<file path="config.mk">
export PLATFORM = sky130hd
export DESIGN_NAME = usb_stream_arbiter
export DESIGN_NICKNAME = d
export VERILOG_FILES = /design/src/rtl/teachee_stream_package.sv /design/src/rtl/axis_skid_buffer.sv /design/src/rtl/usb_stream_arbiter.sv
export SDC_FILE = /design/constraint.sdc
export NUM_CORES = 1
export LEC_CHECK = 0
export CAP_MARGIN = 25
export CORE_MARGIN = 2
export CORE_UTILIZATION = 55
export DETAILED_ROUTE_END_ITERATION = 7
export DONT_BUFFER_PORTS = 1
export GPL_ROUTABILITY_DRIVEN = 0
export GPL_TIMING_DRIVEN = 0
export PLACE_DENSITY = 0.7
export SKIP_CTS_REPAIR_TIMING = 1
export SLEW_MARGIN = 15
export SYNTH_ARGS = -nofsm -noshare
export SYNTH_HDL_FRONTEND = slang
export SYNTH_SLANG_ARGS = --single-unit
</file>
<file path="constraint.sdc">
create_clock -name clk -period 2 [get_ports clk]
set_input_delay 0.4 -clock clk [delete_from_list [all_inputs] [get_ports clk]]
set_output_delay 0.4 -clock clk [all_outputs]
set_load 0.02 [all_outputs]
</file>
<file path="src/rtl/teachee_stream_package.sv">
// Shared definitions for the USB byte-stream path into the ft232h FIFO.
//   STREAM_DATA_WIDTH  width of the sys_axis byte stream
//   COBS_DELIMITER     frame delimiter byte that closes every COBS packet
//   stream_arb_state_t arbiter states: idle (arbitrating) or busy (streaming)
package teachee_stream_package;

    localparam int         STREAM_DATA_WIDTH = 8;
    localparam logic [7:0] COBS_DELIMITER    = 8'h00;

    typedef enum logic {
        S_IDLE,
        S_BUSY
    } stream_arb_state_t;

endpackage

</file>
<file path="src/rtl/axis_skid_buffer.sv">
// Two-entry registered AXI-stream stage carrying tdata + tlast.
// The output register is entry one; the skid register catches the single
// beat that can arrive while the output is stalled. Upstream ready depends
// only on local state, so ready paths never cross this stage.
//
// Ports:
//   clk, rst          clock, synchronous active-high reset
//   s_data/s_last     upstream beat
//   s_valid/s_ready   upstream handshake (s_ready low only when both entries hold data)
//   m_data/m_last     registered downstream beat
//   m_valid/m_ready   downstream handshake
module axis_skid_buffer
    import teachee_stream_package::*;
#(
    parameter int DATA_WIDTH = STREAM_DATA_WIDTH
) (
    input  logic                  clk,
    input  logic                  rst,
    input  logic [DATA_WIDTH-1:0] s_data,
    input  logic                  s_last,
    input  logic                  s_valid,
    output logic                  s_ready,
    output logic [DATA_WIDTH-1:0] m_data,
    output logic                  m_last,
    output logic                  m_valid,
    input  logic                  m_ready
);

    logic                  out_valid;
    logic [DATA_WIDTH-1:0] out_data;
    logic                  out_last;

    logic                  skid_valid;
    logic [DATA_WIDTH-1:0] skid_data;
    logic                  skid_last;

    // The output register may take a new beat when it is empty or draining.
    logic out_free;
    logic load_skid;

    assign out_free  = !out_valid || m_ready;
    assign s_ready   = !skid_valid;
    assign load_skid = s_valid && s_ready && !out_free;

    // NOTE: sequential state uses non-blocking assignments so every register
    // samples pre-edge values regardless of process evaluation order.
    always_ff @(posedge clk) begin
        if (rst) begin
            out_valid  <= 1'b0;
            // The idle bus parks the delimiter byte; any stray read is a frame boundary.
            out_data   <= DATA_WIDTH'(COBS_DELIMITER);
            out_last   <= 1'b0;
            skid_valid <= 1'b0;
        end else if (out_free) begin
            if (skid_valid) begin
                // Drain the skid entry first to keep beat order.
                out_valid  <= 1'b1;
                out_data   <= skid_data;
                out_last   <= skid_last;
                skid_valid <= 1'b0;
            end else begin
                out_valid <= s_valid;
                if (s_valid) begin
                    out_data <= s_data;
                    out_last <= s_last;
                end
            end
        end else if (load_skid) begin
            skid_valid <= 1'b1;
        end
    end

    // NOTE: the skid payload needs no reset; skid_valid qualifies it, so
    // leaving it out of reset saves reset fan-out with no observable effect.
    always_ff @(posedge clk) begin
        if (load_skid) begin
            skid_data <= s_data;
            skid_last <= s_last;
        end
    end

    assign m_valid = out_valid;
    assign m_data  = out_data;
    assign m_last  = out_last;

endmodule

</file>
<file path="src/rtl/usb_stream_arbiter.sv">
// Packet-aware round-robin arbiter sharing the single USB byte stream that
// feeds the ft232h FIFO among NUM_SOURCES packet producers.
// A grant is held from the first beat of a packet through its tlast beat,
// so bytes of two packets never interleave. The round-robin pointer moves
// only when a packet completes. Beats leave through a 2-entry skid buffer.
//
// Ports:
//   clk, rst     sys_clk, synchronous active-high reset
//   s_tdata      per-source bytes, source i at [i*DATA_WIDTH +: DATA_WIDTH]
//   s_tvalid     per-source valid
//   s_tlast      per-source end-of-packet (COBS delimiter beat)
//   s_tready     per-source ready, at most the granted bit is set
//   m_tdata      registered byte to the ft232h sys_axis sink
//   m_tvalid     registered output valid
//   m_tlast      registered output end-of-packet
//   m_tready     ft232h ready
//   grant_idx    current or most recent granted source
//   busy         high while a packet is being streamed
module usb_stream_arbiter
    import teachee_stream_package::*;
#(
    parameter int NUM_SOURCES = 2,
    parameter int DATA_WIDTH  = STREAM_DATA_WIDTH,
    localparam int IDX_W      = (NUM_SOURCES > 1) ? $clog2(NUM_SOURCES) : 1
) (
    input  logic                              clk,
    input  logic                              rst,
    input  logic [NUM_SOURCES*DATA_WIDTH-1:0] s_tdata,
    input  logic [NUM_SOURCES-1:0]            s_tvalid,
    input  logic [NUM_SOURCES-1:0]            s_tlast,
    output logic [NUM_SOURCES-1:0]            s_tready,
    output logic [DATA_WIDTH-1:0]             m_tdata,
    output logic                              m_tvalid,
    output logic                              m_tlast,
    input  logic                              m_tready,
    output logic [IDX_W-1:0]                  grant_idx,
    output logic                              busy
);

    stream_arb_state_t state, state_nxt;
    logic [IDX_W-1:0]  rr_ptr, rr_ptr_nxt;
    logic [IDX_W-1:0]  grant_q, grant_nxt;

    logic                  sk_s_valid;
    logic                  sk_s_ready;
    logic [DATA_WIDTH-1:0] sk_s_data;
    logic                  sk_s_last;

    // First requesting source at or above ptr, wrapping modulo NUM_SOURCES.
    // Only called when at least one request is set.
    function automatic logic [IDX_W-1:0] rr_pick(
        input logic [NUM_SOURCES-1:0] req,
        input logic [IDX_W-1:0]       ptr
    );
        logic [IDX_W-1:0] pick;
        logic             found;
        int               cand;
        pick  = ptr;
        found = 1'b0;
        for (int i = 0; i < NUM_SOURCES; i++) begin
            cand = (int'(ptr) + i) % NUM_SOURCES;
            if (!found && req[cand[IDX_W-1:0]]) begin
                pick  = cand[IDX_W-1:0];
                found = 1'b1;
            end
        end
        return pick;
    endfunction

    always_ff @(posedge clk) begin
        if (rst) begin
            state   <= S_IDLE;
            rr_ptr  <= '0;
            grant_q <= '0;
        end else begin
            state   <= state_nxt;
            rr_ptr  <= rr_ptr_nxt;
            grant_q <= grant_nxt;
        end
    end

    // NOTE: every signal written here gets a default first, so no path
    // through the case leaves one unassigned and no latch is inferred.
    always_comb begin
        state_nxt  = state;
        rr_ptr_nxt = rr_ptr;
        grant_nxt  = grant_q;
        s_tready   = '0;
        sk_s_valid = 1'b0;
        sk_s_data  = s_tdata[grant_q*DATA_WIDTH +: DATA_WIDTH];
        sk_s_last  = s_tlast[grant_q];

        case (state)
            S_IDLE: begin
                // Arbitration cycle: no ready is offered while the grant settles.
                if (|s_tvalid) begin
                    grant_nxt = rr_pick(s_tvalid, rr_ptr);
                    state_nxt = S_BUSY;
                end
            end
            S_BUSY: begin
                s_tready[grant_q] = sk_s_ready;
                sk_s_valid        = s_tvalid[grant_q];
                // The grant is released only by a completed tlast beat; a
                // source that pauses mid-packet keeps it.
                if (s_tvalid[grant_q] && sk_s_ready && s_tlast[grant_q]) begin
                    rr_ptr_nxt = IDX_W'((int'(grant_q) + 1) % NUM_SOURCES);
                    state_nxt  = S_IDLE;
                end
            end
            default: state_nxt = S_IDLE;
        endcase
    end

    axis_skid_buffer #(
        .DATA_WIDTH (DATA_WIDTH)
    ) u_skid (
        .clk     (clk),
        .rst     (rst),
        .s_data  (sk_s_data),
        .s_last  (sk_s_last),
        .s_valid (sk_s_valid),
        .s_ready (sk_s_ready),
        .m_data  (m_tdata),
        .m_last  (m_tlast),
        .m_valid (m_tvalid),
        .m_ready (m_tready)
    );

    assign grant_idx = grant_q;
    assign busy      = (state == S_BUSY);

endmodule

</file>
==> flow_summary_export.csv, run 1 <==
group,metric,value,unit
yosys,syn_inst,105,
power,p_leak,0.4709,nW
sta,tns,0,ps
yosys,synth_nets,128,
min_path,hold_path_class,"in -> reg",
power,power_density,740.2,mW/mm2
global_route,grt_antenna_before_repair,0,
global_route,gr-total-overflow,0,
drt,drc,0,
yosys,synth_warnings,0,
final_layout,final_layout_size_suffix_gt1_share,18.35,%
global_route,grtUsageTotal,17.24,%
yosys,synth_ff_type,"dfxtp_1",
clocking,cts_sinks,23,
yosys,synth_area,0.001086,mm2
critical_path,slowest_stage,"dfxtp_2",
yosys,async_flop_share,0,%
placement,io_buffers,0,
final_layout,antenna_cells,0,
clocking,cts_tree,"yes",
power,ir_worst_vdd,389.9,uV
critical_path,cp_cell_sequence,"buf_2 > nor3b_2",
sta,slew_violations,0,
critical_path,cp.required,1600,ps
critical_path,crit_arrival,1470,ps
yosys,ys_seq_area_share,50.69,%
floorplanning,io_pins,37,
critical_path,cp_num_buf_inv,1,
critical_path,worstSetupStartpointType,"flip-flop",
placement,hpwl,1418,um
yosys,ys_ff_latch,23,
critical_path,endpoint_kind,"output pin",
sta,hold_viol,0,
min_path,whs_endpoint,"rr_ptr",
floorplanning,initial_core_util,57.11,%
yosys,synth_area_per_cell,10.34,um2
global_route,grt_pass1_wl,3105,um
sta,worstMarginPinSlew,722.9,ps
sta,fin_skew,10.84,ps
final_layout,num-nets-final,133,
yosys,ys_types,21,
sta,setup_viol,0,
sta,max_freq,0.5335,GHz
sta,min_period_over_period,93.73,%
critical_path,r2r_start,"grant_idx",
global_route,grt_pass1_vias,696,
final_layout,syn_to_final_growth,6.682,%
floorplanning,die_width,48.44,um
critical_path,path_max_fanout,10,
drt,ant_nets,0,
min_path,whs_path_depth,2,
sta,finalCriticalPeriod,1875,ps
clocking,numCtsBuffers,3,
critical_path,rrSetupSlack,280,ps
sta,rsz0062_at_grt,"no",
clocking,clk_pin_slew,120,ps
drt,drtPass1Iterations,2,
floorplanning,die_h,48.44,um
floorplanning,num_rows,16,
critical_path,worst_r2r_endpoint,"u_skid.skid_data[2]",
drt,wl_per_cell,14.17,um
min_path,hold_start,"rst",
critical_path,path_delay_family,"flip-flops",
clocking,htree_levels,1,
clocking,clkLatencyLatePin,310,ps
final_layout,finish.utilization,60.92,%
clocking,cts-root-buf,"clkbuf_4",
sta,relSlewSlack,51.63,%
critical_path,worstSetupPathType,"reg -> out",
drt,dr.first_iter.drc_count,9,
outcome,status,"completed",
floorplanning,core,0.001902,mm2
drt,vias_per_cell,5.346,
yosys,synth_edf_count,9,
flow_run,drv_cap,0,
drt,num_vias,727,
drt,wirelength,1927,um
critical_path,reg2regPathDepth,3,
critical_path,cp_slowest_stage_delay,480,ps
clocking,cts_max_path_buffers,2,
floorplanning,dieArea,0.002346,mm2
global_route,grt_start_max_net_pins,14,
==> metrics by stage <==
stage / power (mW) / area (um2) / hold WS [ps] / setup slack, ps / instances
global placement: 0.6481 / 1120 / 457.3 / 106.2 / 132
finish: 0.8576 / 1159 / 254.3 / 125.4 / 136
detailed placement: 0.6513 / 1120 / 458.8 / 111.6 / 132
CTS: 0.8614 / 1147 / 243.2 / -229.6 / 136
global route: 0.9004 / 1159 / 248.1 / 25.40 / 136
floorplan: 0.6320 / 1086 / 441.8 / 273.2 / 105
==> report_power, final <==
group / switching [mW] / internal, mW / total, mW
combinational: 0.0496 / 0.0485 / 0.0981
sequential: 0.0348 / 0.508 / 0.543
clock: 0.142 / 0.0748 / 0.217
==> cell families (layout without fill, tap and decap cells) <==
| group | Yosys count | after routing | synth area share [%] |
|---|---|---|---|
| buffers and inverters | 17 | 21 | 6.336 |
| AOI/OAI and AO/OA | 24 | 24 | 11.29 |
| and+or+nand+nor | 22 | 22 | 12.67 |
| muxes | 19 | 19 | 19.01 |
| DFF | 23 | 23 | 50.69 |
==> worst max path at each step <==
stage | from | end | slack (ps) | cells past startpoint
final | grant_idx | s_tready[1] | 130 | 2
after global routing | grant_idx | s_tready[1] | 30 | 2
after CTS | grant_idx | s_tready[1] | -230 | 2
after detailed placement | grant_idx | u_skid.skid_data[6] | 110 | 3
after global placement | grant_idx | s_tready[1] | 110 | 2
after floorplan | grant_idx | s_tready[1] | 270 | 2
==> synthesized netlist by cell type, types with 2 or more instances <==
cell | count | share of area [%]
a21oi_1 | 11 | 5.1
clkbuf_1 | 4 | 1.4
inv_1 | 11 | 3.8
dfxtp_1 | 14 | 26
nor2_1 | 2 | 0.69
nor3_1 | 4 | 1.8
o21ai_1 | 2 | 0.92
edfxtp_1 | 9 | 25
mux2i_1 | 9 | 8.3
nand2b_1 | 11 | 6.3
o21ai_0 | 10 | 4.6
mux2_2 | 9 | 9.3
==> flip-flops by register name, indices dropped and copies added, names as in the netlist <==
| name | flops |
|---|---|
| u_skid.m_data | 8 |
| u_skid.skid_data | 8 |
| busy | 1 |
| grant_idx | 1 |
| rr_ptr | 1 |
| u_skid.m_last | 1 |
| u_skid.m_valid | 1 |
| u_skid.skid_last | 1 |
| u_skid.skid_valid | 1 |
==> routing by layer <==
layer / GRT usage [%] / wire length (um) / vias to the layer above
li1: - / - / 367
met1: 22.27 / 866 / 336
met2: 27.08 / 947 / 24
met3: 6.173 / 113 / 0
met4: 5.714 / 0 / 0
met5: 0 / 0 / -
==> cells in the final DEF, fill, tap and decap left out, drive strengths merged, types with 4 or more instances in the layout <==
cell type and n:
dfxtp 14, o21ai 12, nand2b 11, inv 11, a21oi 11, mux2 10, mux2i 9, edfxtp 9
clkbuf 7, nor3 4
==> area by class of cell <==
cell class	count	area, um2
inverters	11	41.29
flip-flops and latches	23	551.8
clock inverters	1	5.005
multi-input cells	65	476.7
fillers	174	743.2
well taps	27	33.78
plain buffers	6	27.53
clock buffers	3	22.52
No activity file was read; power rests on OpenSTA's default activity.
==> inputs of run 2 (changes only) <==
--- a/config.mk
+++ b/config.mk
@@ -12,6 +12,7 @@
 export DONT_BUFFER_PORTS = 1
 export GPL_ROUTABILITY_DRIVEN = 0
 export GPL_TIMING_DRIVEN = 0
+export MAX_ROUTING_LAYER = met4
 export PLACE_DENSITY = 0.7
 export SKIP_CTS_REPAIR_TIMING = 1
 export SLEW_MARGIN = 15
==> flow_summary_export.csv, run 2 (same netlist as run 1, synthesis figures left out) <==
group,metric,value,unit
power,p_leak,0.4709,nW
floorplanning,core,0.001902,mm2
critical_path,worstSetupPathType,"reg -> out",
floorplanning,initial_core_util,57.11,%
placement,hpwl,1418,um
final_layout,finish.utilization,60.92,%
drt,drc,0,
critical_path,endpoint_kind,"output pin",
clocking,clk_pin_slew,120,ps
clocking,cts-root-buf,"clkbuf_4",
placement,io_buffers,0,
floorplanning,dieArea,0.002346,mm2
sta,worstMarginPinSlew,778.6,ps
drt,vias_per_cell,5.316,
clocking,numCtsBuffers,3,
global_route,grt_antenna_before_repair,0,
power,ir_worst_vdd,389.2,uV
floorplanning,die_h,48.44,um
critical_path,slowest_stage,"dfxtp_2",
floorplanning,io_pins,37,
critical_path,worstSetupStartpointType,"flip-flop",
sta,hold_viol,0,
min_path,hold_path_class,"in -> reg",
floorplanning,die_width,48.44,um
sta,max_freq,0.5320,GHz
final_layout,fillers,174,
flow_run,drv_cap,0,
drt,dr.first_iter.drc_count,8,
power,power_density,740.0,mW/mm2
critical_path,crit_arrival,1480,ps
final_layout,final_layout_size_suffix_gt1_share,18.35,%
critical_path,cp_slowest_stage_delay,480,ps
sta,relSlewSlack,47.90,%
final_layout,final_cell_mix,"dfxtp_1, nand2b_1, inv_1, a21oi_1, o21ai_0",
outcome,status,"completed",
sta,setup_viol,0,
drt,drtPass1Iterations,3,
global_route,grt_start_max_net_pins,14,
global_route,gr-total-overflow,0,
floorplanning,num_rows,16,
global_route,grtUsageTotal,17.74,%
global_route,grt_pass1_wl,3105,um
clocking,cts_tree,"yes",
final_layout,final_common_cell,"dfxtp_1",
sta,slew_violations,0,
drt,num_vias,723,
clocking,htree_levels,1,
critical_path,path_max_fanout,10,
sta,rsz0062_at_grt,"no",
global_route,grt_pass1_vias,695,
clocking,clkLatencyLatePin,310,ps
sta,fin_skew,8.074,ps
sta,min_period_over_period,93.98,%
sta,finalCriticalPeriod,1880,ps
final_layout,syn_to_final_growth,6.682,%
clocking,cts_sinks,23,
final_layout,num-nets-final,133,
drt,wl_per_cell,14.32,um
clocking,cts_max_path_buffers,2,
final_layout,antenna_cells,0,
power,finalPower,0.8574,mW
critical_path,cp.required,1600,ps
drt,ant_nets,0,
critical_path,cp_cell_sequence,"buf_2 > nor3b_2",
drt,wirelength,1947,um
[run 2: cell counts in the layout (fill, tap and decap cells not counted)]
Identical to the previous run, type by type.
[run 2: worst paths after layout]
path                            startpoint                   to  slack (ps)  cells after the start
worst max-delay path             grant_idx          s_tready[1]         120                      2
worst min-delay path                   rst               rr_ptr         250                      2
worst max register to register   grant_idx  u_skid.skid_data[2]         240                      3
worst min register to register      rr_ptr               rr_ptr         480                      2
[run 2: power by group]
group / total, mW / leakage [nW] / switching, mW / internal (mW)
clock: 0.217 / 0.0177 / 0.142 / 0.0747
combinational: 0.0979 / 0.257 / 0.0494 / 0.0485
sequential: 0.543 / 0.196 / 0.0349 / 0.508
[run 2: cell type report]
| cell class | count | area [um2] | area share (%) |
|---|---|---|---|
| flip-flops and latches | 23 | 551.8 | 47.62 |
| clock buffers | 3 | 22.52 | 1.944 |
| clock inverters | 1 | 5.005 | 0.4320 |
| inverters | 11 | 41.29 | 3.564 |
| well taps | 27 | 33.78 | 2.916 |
| plain buffers | 6 | 27.53 | 2.376 |
| multi-input cells | 65 | 476.7 | 41.14 |
[run 2: through the flow]
stage          instances  setup slack (ps)  hold slack (ps)  instance area [um2]  TNS [ps]
4_1_cts              136            -229.6            243.2                 1147    -229.6
3_3_place_gp         132             106.2            457.3                 1120         0
2_1_floorplan        105             273.2            441.8                 1086         0
5_1_grt              136             25.39            248.1                 1159         0
6_report             136             120.4            254.4                 1159         0
3_5_place_dp         132             111.6            458.8                 1120         0
[run 2: routing by layer]
metal	GRT usage (%)	wire length [um]	share of wire [%]	vias up
met1	22.27	881	45	327
met3	6.173	123	6.3	2
li1	-	-	-	368
met4	5.714	8	0.41	0
met5	-	0	0	-
met2	27.08	933	48	26
[run 2: worst max-delay path, delay by kind of cell, from the launching register on]
family / cells / cell delay (ps)
buffers and inverters: 1 / 300
AND/OR/NAND/NOR: 1 / 400
flip-flops: 1 / 480
==> inputs of run 3 (changes only) <==
--- a/config.mk
+++ b/config.mk
@@ -5,6 +5,7 @@
 export SDC_FILE = /design/constraint.sdc
 export NUM_CORES = 1
 export LEC_CHECK = 0
+export ABC_AREA = 1
 export CAP_MARGIN = 25
 export CORE_MARGIN = 2
 export CORE_UTILIZATION = 55
@@ -13,7 +14,7 @@
 export GPL_ROUTABILITY_DRIVEN = 0
 export GPL_TIMING_DRIVEN = 0
 export MAX_ROUTING_LAYER = met4
-export PLACE_DENSITY = 0.7
+export PLACE_DENSITY = 0.73
 export SKIP_CTS_REPAIR_TIMING = 1
 export SLEW_MARGIN = 15
 export SYNTH_ARGS = -nofsm -noshare
==> constraint.sdc (replaced) <==
create_clock -name clk -period 1.6 [get_ports clk]
set_input_delay 0.32 -clock clk [delete_from_list [all_inputs] [get_ports clk]]
set_output_delay 0.32 -clock clk [all_outputs]
set_load 0.02 [all_outputs]
==> flow_summary_export.csv, run 3 <==
group,metric,value,unit
drt,drtPass1Iterations,4,
final_layout,final_common_cell,"nand2_1",
yosys,synth_top_area_share,24.11,%
floorplanning,initial_core_util,58.65,%
sta,setup_viol,0,
drt,ant_nets,0,
yosys,synth_area_leaders,"dfxtp_1, edfxtp_1, nand2_1, inv_1, nor2_1",
floorplanning,num_rows,16,
critical_path,worst_r2r_endpoint,"u_skid.skid_data[0]",
power,power_density,897.9,mW/mm2
power,power_frac_seq,61.0,%
critical_path,crit_end,"s_tready[1]",
yosys,ys_types,21,
power,swShare,29.94,%
yosys,synth_warnings,0,
yosys,synth_commonest_cells,"nand2_1, inv_1, nor2_1, dfxtp_1, o21ai_0",
sta,min_period_over_period,94.43,%
critical_path,crit_arrival,1190,ps
drt,vias_per_cell,4.749,
critical_path,worstSetupStartpointType,"flip-flop",
placement,io_buffers,0,
drt,wirelength,2186,um
critical_path,rrSetupSlack,130,ps
sta,worstMarginPinSlew,339.8,ps
critical_path,worstSetupPathType,"reg -> out",
yosys,synth_area,0.001162,mm2
global_route,gr-total-overflow,0,
sta,max_freq,0.6619,GHz
power,p_sw,0.3428,mW
power,ir_worst_vdd,681.8,uV
sta,slew_violations,0,
floorplanning,core,0.001982,mm2
sta,fin_skew,3.570,ps
final_layout,fin_area,0.001275,mm2
yosys,async_flop_share,0,%
floorplanning,die_width,49.97,um
clocking,cts_sinks,23,
sta,finalCriticalPeriod,1511,ps
yosys,synth_top_area_cell,"dfxtp_1",
yosys,ys_seq_area_share,47.36,%
final_layout,syn_to_final_growth,9.688,%
global_route,grtUsageTotal,19.64,%
yosys,yosys.cell_count.top_type,"nand2_1",
critical_path,startpoint,"u_skid.skid_valid",
min_path,hold_path_class,"in -> reg",
clocking,cts_max_path_buffers,2,
critical_path,path_max_fanout,10,
sta,relSlewSlack,77.11,%
power,comb_power_share,15.6,%
drt,num_vias,907,
sta,hold_viol,0,
yosys,synth_ff_type,"dfxtp_1",
floorplanning,die_h,49.97,um
final_layout,final_cell_mix,"nand2_1, inv_1, nor2_1",
drt,wl_per_cell,11.45,um
placement,dpl_cell_area,0.001201,mm2
floorplanning,dieArea,0.002497,mm2
critical_path,endpoint_kind,"output pin",
clocking,htree_levels,1,
global_route,grt_pass1_vias,822,
global_route,grt_antenna_before_repair,0,
drt,drc,0,
clocking,clkLatencyLatePin,310,ps
sta,rsz0062_at_grt,"no",
flow_run,drv_cap,0,
yosys,syn_inst,159,
critical_path,cp.required,1280,ps
yosys,ys_ff_latch,23,
yosys,synth_edf_count,9,
clocking,clk_pin_slew,120,ps
final_layout,fillers,172,
outcome,status,"completed",
clocking,cts_tree,"yes",
global_route,grt_pass1_wl,3539,um
power,intPower,0.8020,mW
final_layout,finish.utilization,64.33,%
clocking,numCtsBuffers,3,
power,power.share.clock,23.4,%
yosys,synth_nets,182,
final_layout,num-nets-final,188,
power,p_leak,0.5878,nW
final_layout,final_layout_size_suffix_gt1_share,14.02,%
critical_path,reg2regPathDepth,5,
clocking,cts-root-buf,"clkbuf_4",
power,finalPower,1.145,mW
placement,hpwl,1639,um
yosys,synth_area_per_cell,7.310,um2
global_route,grt_start_max_net_pins,14,
final_layout,antenna_cells,0,
critical_path,r2r_start,"u_skid.m_valid",
floorplanning,io_pins,37,
drt,dr.first_iter.drc_count,11,
-- run 3: cell types whose count changed in the layout (fill, tap and decap cells not counted), moves of 3 or more --
cell	change
nand2_1	+43
inv_1	+21
nor2_1	+18
nand2b_1	-11
mux2_2	-9
mux2i_1	-9
a21oi_1	-8
o21ai_1	+6
clkbuf_1	-4
nor3_1	-3
-- run 3: worst min-delay path by stage --
stage,start,end,slack (ps),cells past startpoint
6_report,rst,u_skid.m_valid,50,1
5_1_grt,rst,u_skid.m_valid,20,1
3_5_place_dp,rst,u_skid.m_valid,380,1
3_3_place_gp,rst,u_skid.m_valid,380,1
4_1_cts,rst,u_skid.m_valid,30,1
2_1_floorplan,rst,u_skid.m_valid,380,1
-- run 3: worst max-delay path: stages (launching register included) --
cell     delay (ps)
dfxtp_1         320
buf_2           170
inv_2           110
nand2_2         100
nor2_4          190
-- run 3: kinds of logic (layout without fill, tap and decap cells) --
logic type      count (synthesis)  after routing  share of synthesized area [%]
flops                          23             23                          47.36
simple gates                   72             72                          26.16
compound gates                 24             24                          11.09
buf+inv                        40             45                          15.39
-- run 3: cell type report --
class	instances	area [um2]	area share, %
flip-flops and latches	23	553.0	43.38
multi-input cells	96	461.7	36.21
inverters	35	131.4	10.30
plain buffers	5	47.55	3.729
well taps	27	33.78	2.650
clock buffers	3	22.52	1.766
repair buffers	1	20.02	1.570
clock inverters	1	5.005	0.3925
-- run 3: through the flow --
step                setup WS, ps  hold WS (ps)  cells  setup TNS (ps)
floorplan                  75.97         382.4    159               0
global placement          -76.21         384.6    186          -684.3
detailed placement        -126.3         384.4    186           -1134
CTS                       -168.3         31.35    190           -1716
global route               8.432         22.19    191               0
finish                     89.19         46.26    191               0
-- run 3: per-layer routing --
layer  global-route usage [%]  part of all wire (%)  vias to the layer above
met5                        -                     0                        -
met4                    9.722                   1.4                        0
met3                    4.545                   6.5                        4
met2                    28.00                    44                       35
met1                    26.16                    48                      383
li1                         -                     -                      485
-- run 3: power by group through the flow --
stage	clock network, mW	registers (mW)	logic (mW)
after global routing	0.303	0.702	0.207
after CTS	0.282	0.698	0.170
after floorplan	0	0.705	0.142
after global placement	0	0.709	0.163
after detailed placement	0	0.711	0.169
final	0.268	0.698	0.179
